**src/rtl/led_pattern_gen.sv**
```systemverilog
// LED pattern generator: prescaled binary, gray, bounce-scan and breathe
// patterns on N_LEDS outputs, with a step tick for neighbouring logic.
module led_pattern_gen #(
    parameter int N_LEDS    = 5,
    parameter int LOG2DELAY = 22,
    parameter int PWM_BITS  = 8
) (
    input  logic              clk,
    input  logic              resetn,
    input  logic              enable,
    input  logic [1:0]        mode,
    output logic [N_LEDS-1:0] leds,
    output logic              step_tick
);

    localparam int PW = (N_LEDS > 1) ? $clog2(N_LEDS) : 1;
    localparam logic [PW-1:0] POS_MAX = PW'(N_LEDS - 1);

    logic [LOG2DELAY-1:0] presc_q, presc_d;
    logic [N_LEDS-1:0]    step_q, step_d;
    logic [PW-1:0]        pos_q, pos_d;
    logic                 dir_q, dir_d;
    logic [PWM_BITS-1:0]  duty_q, duty_d;
    logic                 duty_dn_q, duty_dn_d;
    logic [PWM_BITS-1:0]  pwm_q, pwm_d;
    logic [1:0]           mode_q, mode_d;
    logic [N_LEDS-1:0]    leds_q, leds_d;
    logic                 tick_q, tick_d;

    logic mode_chg;
    logic wrap;

    always_comb begin
        mode_chg  = (mode != mode_q);
        wrap      = enable && (presc_q == '1);
        presc_d   = presc_q;
        step_d    = step_q;
        pos_d     = pos_q;
        dir_d     = dir_q;
        duty_d    = duty_q;
        duty_dn_d = duty_dn_q;
        tick_d    = 1'b0;
        pwm_d     = pwm_q + PWM_BITS'(1);
        mode_d    = mode;

        // A mode switch restarts the sequence and swallows any same-cycle wrap
        if (mode_chg) begin
            presc_d   = '0;
            step_d    = '0;
            pos_d     = '0;
            dir_d     = 1'b0;
            duty_d    = '0;
            duty_dn_d = 1'b0;
        end else begin
            if (enable) begin
                presc_d = presc_q + LOG2DELAY'(1);
            end
            if (wrap) begin
                tick_d = 1'b1;
                step_d = step_q + N_LEDS'(1);
                if (N_LEDS > 1) begin
                    if (!dir_q) begin
                        pos_d = pos_q + PW'(1);
                        if (pos_d == POS_MAX) dir_d = 1'b1;
                    end else begin
                        pos_d = pos_q - PW'(1);
                        if (pos_d == '0) dir_d = 1'b0;
                    end
                end
                if (!duty_dn_q) begin
                    duty_d = duty_q + PWM_BITS'(1);
                    if (duty_d == '1) duty_dn_d = 1'b1;
                end else begin
                    duty_d = duty_q - PWM_BITS'(1);
                    if (duty_d == '0) duty_dn_d = 1'b0;
                end
            end
        end

        case (mode_q)
            2'd0:    leds_d = step_q;
            2'd1:    leds_d = step_q ^ (step_q >> 1);
            2'd2:    leds_d = N_LEDS'(1) << pos_q;
            default: leds_d = {N_LEDS{pwm_q < duty_q}};
        endcase
    end

    always_ff @(posedge clk or negedge resetn) begin
        if (!resetn) begin
            presc_q   <= '0;
            step_q    <= '0;
            pos_q     <= '0;
            dir_q     <= 1'b0;
            duty_q    <= '0;
            duty_dn_q <= 1'b0;
            pwm_q     <= '0;
            mode_q    <= '0;
            leds_q    <= '0;
            tick_q    <= 1'b0;
        end else begin
            presc_q   <= presc_d;
            step_q    <= step_d;
            pos_q     <= pos_d;
            dir_q     <= dir_d;
            duty_q    <= duty_d;
            duty_dn_q <= duty_dn_d;
            pwm_q     <= pwm_d;
            mode_q    <= mode_d;
            leds_q    <= leds_d;
            tick_q    <= tick_d;
        end
    end

    assign leds      = leds_q;
    assign step_tick = tick_q;

endmodule

```
**config.mk**
```make
export PLATFORM = sky130hd
export DESIGN_NAME = led_pattern_gen
export DESIGN_NICKNAME = d
export VERILOG_FILES = /design/src/rtl/led_pattern_gen.sv
export SDC_FILE = /design/constraint.sdc
export NUM_CORES = 1
export LEC_CHECK = 0
export ABC_AREA = 1
export BUFFER_PORTS_ARGS = -buffer_cell sky130_fd_sc_hd__buf_2
export CAP_MARGIN = 20
export CELL_PAD_IN_SITES_DETAIL_PLACEMENT = 1
export CELL_PAD_IN_SITES_GLOBAL_PLACEMENT = 1
export CORE_ASPECT_RATIO = 1.5
export CORE_MARGIN = 1.5
export CORE_UTILIZATION = 40
export DETAILED_ROUTE_END_ITERATION = 7
export MAX_ROUTING_LAYER = met4
export PLACE_DENSITY = 0.67
export SYNTH_ARGS = -nofsm -noshare
export SYNTH_HDL_FRONTEND = slang
export SYNTH_SLANG_ARGS = --single-unit
```
**constraint.sdc**
```tcl
create_clock -name clk -period 2.2 [get_ports clk]
set_input_delay 0.44 -clock clk [delete_from_list [all_inputs] [get_ports clk]]
set_output_delay 0.44 -clock clk [all_outputs]
set_load 0.05 [all_outputs]
```
# Word-level counts from Yosys, hierarchy flattened
# Index checks and enable logic that the tools add are counted.
[op_classes] n_addsub=7 n_lt_le_gt_ge=1 n_eq_ne=6 shifts=1 n_mux=23 bitwise_logic=1 reduce_logical=6
[ops] operator="two-way mux 22 bit" count=2
[ops] operator="two-way mux 8 bit" count=3
[ops] operator="adder 22 x 1 -> 22 bit (second input constant)" count=1
[ops] operator="== test 22 bit (second input constant)" count=1
[ops] operator="adder 8 x 1 -> 8 bit (second input constant)" count=2
[ops] operator="case mux 5 bit (3 select lines)" count=1
[ops] operator="two-way mux 1 bit" count=12
[ops] operator="two-way mux 5 bit" count=2
[ops] operator="two-way mux 3 bit" count=3
[ops] operator="== test 8 bit (second input constant)" count=1
[ops] operator="zero test 8 bit" count=1
[ops] operator="< comparator 8 bit" count=1
[ops] operator="subtractor 8 x 1 -> 8 bit (second input constant)" count=1
[ops] operator="adder 5 x 1 -> 5 bit (second input constant)" count=1
[ops] operator="left shift 1 x 3 -> 5 bit (first input constant)" count=1
[ops] operator="bitwise XOR 5 x 4 -> 5 bit" count=1
[ops] operator="nonzero test 2 bit" count=2
[ops] operator="adder 3 x 1 -> 3 bit (second input constant)" count=1
[ops] operator="== test 3 bit (second input constant)" count=1
[ops] operator="zero test 3 bit" count=1
[ops] operator="subtractor 3 x 1 -> 3 bit (second input constant)" count=1
[ops] operator="== test 2 x 1 -> 1 bit (second input constant)" count=1
[ops] operator="== test 2 bit (second input constant)" count=1
[ops] operator="zero test 2 bit" count=1
[ops] operator="other kinds (2)" count=2
[totals] regBits=56 input_bits=5 out_inout_bits=6 elab_cells=55

# Logic depth before layout (Yosys ltp)
# Gate-level depths: netlist of run 1.
[depth] depth_word=6 depth_mapped=11 mapped_depth_nobuf=11

# Worst setup path after synthesis of run 1
# No wires, ideal clock.
[synth_path] kind="reg-to-reg" from="register duty_q[0]" to="register duty_dn_q" t_arrival_ps=1373 setup_slack_ps=710 stages_incl_launch_ff=12 n_path_buf=0 path_cell_list="dfrtp_1 > inv_2 > ha_1 > inv_1 > nor2_1 > nand3_1 > nand2_1 > nand2_1 > nor2_1 > nand3_1 > nand3_1 > nand2_1"
[synth_via] elab_chain_len=6 word_cells_on_any_way=9 classes_between="add/sub: 2; eq/ne: 1; mux: 5; reduce/logical: 1"
[synth_rtl] item="start, declared" line_no="23" text="logic [PWM_BITS-1:0] duty_q, duty_d;"
[synth_rtl] item="start signal, assigned" line_no="105" text="duty_q <= duty_d;"
[synth_rtl] item="adder 8 x 1 -> 8 bit or subtractor 8 x 1 -> 8 bit (tied branches)" line_no="71, 74"
[synth_rtl] item="== test 8 bit or zero test 8 bit (tied branches)" line_no="72, 75"
[synth_rtl] item="two-way mux 1 bit, on equally long branches" line_no="72, 75"
[synth_rtl] item="two-way mux 1 bit (*)" line_no="70" text="if (!duty_dn_q) begin"
[synth_rtl] item="two-way mux 1 bit (*)" line_no="58" text="if (wrap) begin"
[synth_rtl] item="two-way mux 1 bit (*)" line_no="47" text="if (mode_chg) begin"
[synth_rtl] item="end signal, assigned" line_no="106" text="duty_dn_q <= duty_dn_d;"
[synth_rtl] item="end, declared" line_no="24" text="logic duty_dn_q, duty_dn_d;"
# Every way passes the cells marked *; elsewhere a longest branch is shown, timed or not. The select of a mux whose other input is x is not followed.
# A chain may end at the register's enable or synchronous reset.

# Worst setup path after layout of run 1
[layout_path] from="register presc_q[0]" to="register step_q[3]"
[layout_via] elab_chain_len=3
[layout_rtl] item="start, declared" line_no="19" text="logic [LOG2DELAY-1:0] presc_q, presc_d;"
[layout_rtl] item="start signal, assigned" line_no="101" text="presc_q <= presc_d;"
[layout_rtl] item="== test 22 bit" line_no="35" text="wrap = enable && (presc_q == '1);"
[layout_rtl] item="logical AND 1 bit" line_no="35"
[layout_rtl] item="nonzero test 2 bit (no line)"
[layout_rtl] item="end signal, assigned" line_no="102" text="step_q <= step_d;"
[layout_rtl] item="end, declared" line_no="20" text="logic [N_LEDS-1:0] step_q, step_d;"
# Every way passes these cells.

==> impl_metrics.yaml, run 1 <==
outcome:
  status: "complete, no violations"
drt:
  first_pass_iters: 6
  avgViaCountPerCell: 5.17
  drt-total-wl_um: 8340
  route.detailed.drc: 0
  drtIter0Drc: 114
  ant_nets: 0
  wire_per_inst_um: 15.2
  vias: 2833
power_and_ir_drop:
  combPwrFrac_pct: 5.0
  power.switching_w: 0.000476
  ir_worst_vdd_mv: 0.377
  switching_share_pct: 23.9
  seqPwrFrac_pct: 52.2
  p_int_w: 0.00152
  clockPowerShare_pct: 42.7
  power.leakage_nw: 1.78
  p_per_area_mw_per_mm2: 537
place:
  port_buffers: 10
  gp_congestion: 0.820
  dp_hpwl_um: 6410
setup_path:
  crit_slowest_cell: "dfrtp_1"
  arrival_ps: 1940
  path_max_fanout: 13
  cp_cell_sequence: "ha_1, nand2_1, nor2_1, nand2_2, nor2_4, nand3_4, nand2_4, inv_2, nand2_1, o31ai_1"
  cpPeakStageDelay_ps: 410
  crit_path_end_kind: "flip-flop"
  startpoint_type: "flip-flop"
  critPathMostFrequentCell: "nand2_1"
  cp_top_family: "simple AND/OR/NAND/NOR gates"
  reg2reg_from: "presc_q[0]"
  critPathBufInv: 1
  critical_path_required_ps: 2390
  startpoint: "presc_q[0]"
  criticalPathCategory: "reg2reg"
cts:
  post-cts-setup-buffers: 0
  clkTransAtPathRegs_ps: 80
  hold_buffers: 0
  clock-sinks: 56
  cts_resized: 0
  cts.path.max_buffers: 2
  clk_latency_ps: 310
  clockRootBuffer: "clkbuf_16"
  cts_tree: "yes"
  cts_max_level: 2
  cts_made_buffers: 5
yosys:
  synthArstFlopShare_pct: 100
  synth_seq_cells: 56
  synth-edff-count: 0
  syn_avg_cell_area_sq_um: 7.98
  yosysUniqueCellTypes: 37
  yosysWarningCount: 0
  synth_seq_area_share_pct: 41.3
  syn_inst: 425
  postSynthNetCount: 452
  synth_top_flop_cell: "dfrtp_1"
  synth_area_sq_mm: 0.00339
run:
  cap_violations: 0
floorplan:
  pin_count: 11
  row_count: 41
  die_y_um: 116
  core_area_sq_mm: 0.00831
  start_util_pct: 40.8
  die_x_um: 78.2
  die_area_sq_mm: 0.00905
sta:
  rsz0062_at_grt: "false"
  slew_headroom_pct: 65.5
  worst_pin_slew_ps: 517
  clock_skew_ps: 8.94
  final-setup-viol-count: 0
  finalSetupTns_ps: 0
  timing.final.crit_share_pct: 79.6
  final-hold-violation-count: 0
  slew_violations: 0
  fmax_mhz: 571
  finalCriticalPeriod_ps: 1750
  hold_ws_ps: 103
layout:
  num_antenna_cells: 0
  final_nets: 467
  final_cell_mix: "106 x nand2_1, 56 x dfrtp_1, 49 x nor2_1"
  area_growth_pct: 9.30
  layout_commonest_cell: "nand2_1"
  drive_gt1_share_pct: 9.75
global_routing:
  grt_usage_pct: 20.6
  grt_pass1_wl_um: 14100
  antenna_found_initial: 0
  grt_pass1_vias: 2993
  grt_max_degree: 38
  grt-ovfl-total: 0
hold_path:
  hold_path.class: "in2async"
-- final timing paths --
kind,to,cells after the start,slack (ps)
hold / removal,leds[1],1,100
setup reg to reg,step_q[3],10,450
max in group asynchronous,presc_q[21],2,1510
min in group clk,mode_q[1],1,260
hold reg to reg,pwm_q[7],1,490
setup / recovery,step_q[3],10,450
-- routing by layer --
| metal | vias up | routed length (um) | GRT usage [%] |
|---|---|---|---|
| met5 | - | 0 | - |
| met4 | 0 | 220 | 7.62 |
| met3 | 12 | 113 | 2.91 |
| met2 | 20 | 4530 | 37.7 |
| met1 | 1389 | 3470 | 22.4 |
| li1 | 1412 | - | - |
-- cells by family (layout without fill, tap and decap cells) --
group	count (synthesis)	count (layout)	synth area share, %
AOI/OAI and AO/OA	60	60	10.4
buffers and inverters	58	74	7.64
xor gates and xnor gates	15	15	3.88
DFF	56	56	41.3
adders and majority gates	22	22	8.12
and+or+nand+nor	214	214	28.6
-- area by class of cell --
class	count	area (sq um)
Inverter	52	195
Clock inverter	2	13.8
Fill cell	1037	4610
Sequential cell	56	1400
Clock buffer	6	139
Tap cell	107	134
Timing Repair Buffer	14	92.6
Multi-Input combinational cell	311	1730
-- per-stage QoR --
stage | cell area, sq um | power [W] | util [%] | instances | worst slack [ps]
2_1_floorplan | 3390 | 0.00112 | - | 425 | 710
3_3_place_gp | 3550 | 0.00116 | 42.7 | 540 | 405
3_5_place_dp | 3550 | 0.00116 | 42.7 | 540 | 385
4_1_cts | 3700 | 0.00201 | 44.6 | 548 | 397
5_1_grt | 3700 | 0.00206 | 44.6 | 548 | 284
6_report | 3700 | 0.00199 | 44.6 | 548 | 448
-- power groups by stage --
| stage | logic [W] | registers (W) | clock network, W |
|---|---|---|---|
| 2_1_floorplan | 0.0000619 | 0.00106 | 0 |
| 3_3_place_gp | 0.000103 | 0.00106 | 0 |
| 3_5_place_dp | 0.000105 | 0.00106 | 0 |
| 4_1_cts | 0.000105 | 0.00104 | 0.000869 |
| 5_1_grt | 0.000115 | 0.00104 | 0.000904 |
| 6_report | 0.000100 | 0.00104 | 0.000851 |
-- sequential cells by signal, summed over array words and instances (netlist names) --
name       count
duty_dn_q      1
dir_q          1
duty_q         8
pos_q          3
pwm_q          8
step_q         5
mode_q         2
step_tick      1
presc_q       22
leds           5
-- cells in the mapped netlist (4+ instances only) --
cell type,n,area [sq um]
o22ai_1,8,50.1
ha_1,22,275
o21ai_0,19,95.1
nand2_1,106,398
a21oi_1,17,85.1
xnor2_1,6,52.6
nand2_2,4,25.0
nor2_1,49,184
nor3_1,5,25.0
nand4_1,7,43.8
xor2_1,9,78.8
dfrtp_1,56,1400
inv_2,4,15.0
buf_6,4,45.0
inv_1,48,180
nand3_1,27,135
Power figures use the tool's default switching activity.
==> run 2: changes to the inputs <==
Clock period 2.2 ns to 1.7 ns, I/O delays scaled along.
==> impl_metrics.yaml, run 2 (synthesis results as in run 1) <==
cts:
  cts_made_buffers: 5
  hold_buffers: 0
  clkTransAtPathRegs_ps: 80
  clock-sinks: 56
  clk_latency_ps: 300
  cts_tree: "yes"
  cts.path.max_buffers: 2
  cts_max_level: 2
  clockRootBuffer: "clkbuf_16"
setup_path:
  arrival_ps: 1800
  cp_cell_sequence: "ha_2, nand2_1, nor2_1, nand2_2, nor2_4, nand3_4, buf_12, nand2_4, o22ai_1"
  path_max_fanout: 6
  crit_slowest_cell: "dfrtp_1"
  critPathBufInv: 1
  critical_path_required_ps: 1880
  cpPeakStageDelay_ps: 370
  cp_top_family: "simple AND/OR/NAND/NOR gates"
  crit_path_end_kind: "flip-flop"
  criticalPathCategory: "reg2reg"
  startpoint_type: "flip-flop"
drt:
  vias: 2979
  wire_per_inst_um: 14.8
  drt-total-wl_um: 8580
  first_pass_iters: 4
  route.detailed.drc: 0
  avgViaCountPerCell: 5.15
  drtIter0Drc: 103
  ant_nets: 0
sta:
  timing.final.crit_share_pct: 95.7
  finalSetupTns_ps: 0
  worst_pin_slew_ps: 344
  slew_violations: 0
  final-setup-viol-count: 0
  fmax_mhz: 615
  clock_skew_ps: 8.66
  finalCriticalPeriod_ps: 1630
  slew_headroom_pct: 77.0
  final-hold-violation-count: 0
place:
  port_buffers: 10
  dp_cells: 558
  dp_hpwl_um: 6440
  gp_congestion: 0.858
  place_area_sq_mm: 0.00369
layout:
  num_antenna_cells: 0
  layout_commonest_cell: "nand2_1"
  drive_gt1_share_pct: 18.2
  reg_top3: "presc_q (22), duty_q (8), pwm_q (8)"
  fin_util_pct: 48.2
  area_growth_pct: 18.2
  final_cell_mix: "105 x nand2_1, 54 x dfrtp_1, 47 x inv_1"
  final_nets: 498
  largest-register: "presc_q"
  stdcell_count: 579
  largest_register_ffs: 22
  fin_area_sq_mm: 0.00401
power_and_ir_drop:
  ir_worst_vdd_mv: 0.388
  power_w: 0.00256
  p_per_area_mw_per_mm2: 639
  power.leakage_nw: 1.92
global_routing:
  antenna_found_initial: 0
  grt_usage_pct: 20.7
  grt-ovfl-total: 0
  grt_pass1_vias: 3045
  grt_pass1_wl_um: 14200
  grt_max_degree: 57
outcome:
  status: "complete, no violations"
floorplan:
  core_area_sq_mm: 0.00831
  die_x_um: 78.2
  die_y_um: 116
  row_count: 41
  pin_count: 11
  die_area_sq_mm: 0.00905
  start_util_pct: 40.8
hold_path:
  hold_path.class: "in2async"
run:
  cap_violations: 0
[run 2: cell types whose count changed in the layout (fill, tap and decap cells not counted), sizes merged]
cell,before,now
nand2,111,112
inv,53,52
clkinvlp,0,1
buf,14,44
[run 2: through the flow]
stage | setup slack [ps] | hold WS, ps
after floorplan | 210 | 44.4
after global placement | 79.0 | 369
after detailed placement | 2.53 | 372
after CTS | 29.1 | 46.5
after global routing | -28.9 | 59.4
final | 72.7 | 22.5
[run 2: what timing repair did]
action,CTS,global route
gates cloned,0,1
setup endpoints to repair,3,15
resized for setup,1,16
pin swaps,1,5
setup buffers,1,11
[run 2: worst register-to-register path, cell delays in order, from the launching register on]
cell and delay (ps):
dfrtp_1 370, ha_2 190, nand2_1 70, nor2_1 130, nand2_2 110, nor2_4 150
nand3_4 160, buf_12 170, nand2_4 70, o22ai_1 70
[run 2: final cells by class]
| cell class | instances | area (sq um) |
|---|---|---|
| fillers | 1057 | 4300 |
| inverters | 52 | 195 |
| clock buffers | 6 | 129 |
| flip-flops and latches | 56 | 1400 |
| well taps | 107 | 134 |
| multi-input cells | 312 | 1790 |
| repair buffers | 44 | 334 |
| clock inverters | 2 | 16.3 |
[run 2: path summary, 6_finish.rpt]
path | start | end | slack [ps] | cells past startpoint
setup / recovery | presc_q[1] | pos_q[1] | 70 | 9
hold / removal | resetn | leds[2] | 20 | 2
setup reg to reg | presc_q[1] | pos_q[1] | 70 | 9
hold reg to reg | pwm_q[0] | pwm_q[0] | 490 | 1
max in group asynchronous | resetn | duty_q[0] | 1380 | 2
min in group clk | mode[0] | mode_q[0] | 170 | 1
[run 2: power breakdown]
| part | switching, W | leakage [nW] | internal, W |
|---|---|---|---|
| combinational | 0.000109 | 1.10 | 0.0000559 |
| clock | 0.000501 | 0.0671 | 0.000551 |
| sequential | 0.00000613 | 0.758 | 0.00134 |
[run 2: per-layer routing]
layer  up-vias  track usage, %  wire length, um
li1       1478               -                -
met1      1464            22.3             3490
met2        24            39.1             4760
met3        13            2.60              137
met4         0            6.43              184
met5         -               -                0
==> run 3: changes to the inputs <==
Settings changed: SETUP_SLACK_MARGIN set to 0.1.
==> impl_metrics.yaml, run 3 (synthesis results as in run 1) <==
drt:
  route.detailed.drc: 0
  vias: 3005
  first_pass_iters: 4
  drt-total-wl_um: 8760
  drtIter0Drc: 112
  avgViaCountPerCell: 5.20
  wire_per_inst_um: 15.2
  ant_nets: 0
floorplan:
  die_x_um: 78.2
  die_area_sq_mm: 0.00905
  die_y_um: 116
  row_count: 41
  pin_count: 11
  start_util_pct: 40.8
  core_area_sq_mm: 0.00831
layout:
  num_antenna_cells: 0
  fin_area_sq_mm: 0.00413
  area_growth_pct: 21.9
  final_nets: 497
  drive_gt1_share_pct: 22.7
  layout_commonest_cell: "nand2_1"
  largest-register: "presc_q"
  largest_register_ffs: 22
  final_cell_mix: "101 x nand2_1, 51 x dfrtp_1, 43 x inv_1, 43 x nor2_1"
  stdcell_count: 578
  fillerInstances: 1036
  reg_top3: "presc_q (22), duty_q (8), pwm_q (8)"
setup_path:
  reg2reg_from: "presc_q[1]"
  criticalPathCategory: "reg2reg"
  crit_slowest_cell: "dfrtp_1"
  cp_cell_sequence: "ha_2, nand2_1, nor2_1, nand2_2, nor2_4, nand3_4, nand2_8, buf_12, o21ai_0"
  arrival_ps: 1780
  startpoint: "presc_q[1]"
  path_max_fanout: 6
  crit_path_end_kind: "flip-flop"
  startpoint_type: "flip-flop"
  cpPeakStageDelay_ps: 370
  critical_path_required_ps: 1880
cts:
  cts_max_level: 2
  clockRootBuffer: "clkbuf_16"
  cts.path.max_buffers: 2
  cts_made_buffers: 5
  clock-sinks: 56
  clk_latency_ps: 300
  clkTransAtPathRegs_ps: 80
  cts_tree: "yes"
place:
  place_area_sq_mm: 0.00369
  gp_congestion: 0.858
  dp_cells: 558
  port_buffers: 10
  dp_hpwl_um: 6440
sta:
  finalCriticalPeriod_ps: 1610
  slew_violations: 0
  slew_headroom_pct: 74.7
  rsz0062_at_grt: "true"
  clock_skew_ps: 7.54
  timing.final.crit_share_pct: 94.5
  worst_pin_slew_ps: 378
  final-setup-viol-count: 0
  fmax_mhz: 623
  finalSetupTns_ps: 0
  final-hold-violation-count: 0
power_and_ir_drop:
  ir_worst_vdd_mv: 0.386
  p_per_area_mw_per_mm2: 622
  power.leakage_nw: 1.96
global_routing:
  grt_max_degree: 57
  grt_usage_pct: 20.9
  antenna_found_initial: 0
  grt_pass1_vias: 3089
  grt_pass1_wl_um: 14400
  grt-ovfl-total: 0
outcome:
  status: "complete, no violations"
hold_path:
  hold_path.class: "in2async"
run:
  cap_violations: 0
run 3: cell count changes in the layout (fill, tap and decap cells not counted), moves of 3 or more:
cell     before  now
o22ai_1       8    5
buf_6         1    4
dfrtp_1      54   51
o22ai_2       0    3
dfrtp_2       2    5
inv_2         5    8
buf_4        31   27
nand2_1     105  101
inv_1        47   43
run 3: cell type report:
cell class | count | area (sq um) | area share, %
clock inverter | 2 | 16.3 | 0.394
timing repair buffer | 44 | 358 | 8.66
clock buffer | 6 | 129 | 3.12
inverter | 52 | 203 | 4.91
sequential | 56 | 1410 | 34.1
multi-input combinational | 311 | 1880 | 45.6
tap | 107 | 134 | 3.24
run 3: worst max-delay path: cells and delay by family, from the launching register on:
family / cells / cell delay (ps)
simple gates: 6 / 730
flops: 1 / 370
fa+ha+maj: 1 / 200
buf+inv: 1 / 120
compound gates: 1 / 70
run 3: what timing repair did:
item	4_1_cts	5_1_grt
pin swaps	3	6
hold buffers	0	0
setup buffers	6	6
endpoints found under the setup margin	17	27
gates resized for setup	3	48
run 3: power breakdown:
part / switching [W] / internal [W]
combinational: 0.000117 / 0.0000622
clock: 0.000497 / 0.000551
sequential: 0.00000621 / 0.00134
total: 0.000620 / 0.00195
run 3: through the flow:
step / setup WS, ps / power [W] / utilization (%) / hold slack [ps]
after floorplan: 210 / 0.00145 / - / 44.4
after global placement: 79.0 / 0.00151 / 44.4 / 369
after detailed placement: 2.53 / 0.00151 / 44.4 / 372
after CTS: 98.8 / 0.00259 / 47.2 / 46.5
after global routing: -18.0 / 0.00267 / 49.7 / 59.7
final: 93.7 / 0.00257 / 49.7 / 20.2
run 3: per-layer routing:
layer	vias up	track usage [%]	wire length [um]
met1	1489	22.3	3440
met2	25	39.7	4990
met5	-	-	0
met3	12	2.60	168
li1	1479	-	-
met4	0	6.55	157
run 3: path summary, 6_finish.rpt:
path / end / slack [ps] / cells past startpoint
setup reg to reg: pos_q[0] / 90 / 9
max in group asynchronous: duty_q[2] / 1380 / 2
setup / recovery: pos_q[0] / 90 / 9
hold / removal: leds[2] / 20 / 2
min in group clk: mode_q[1] / 170 / 1
hold reg to reg: pwm_q[7] / 490 / 1
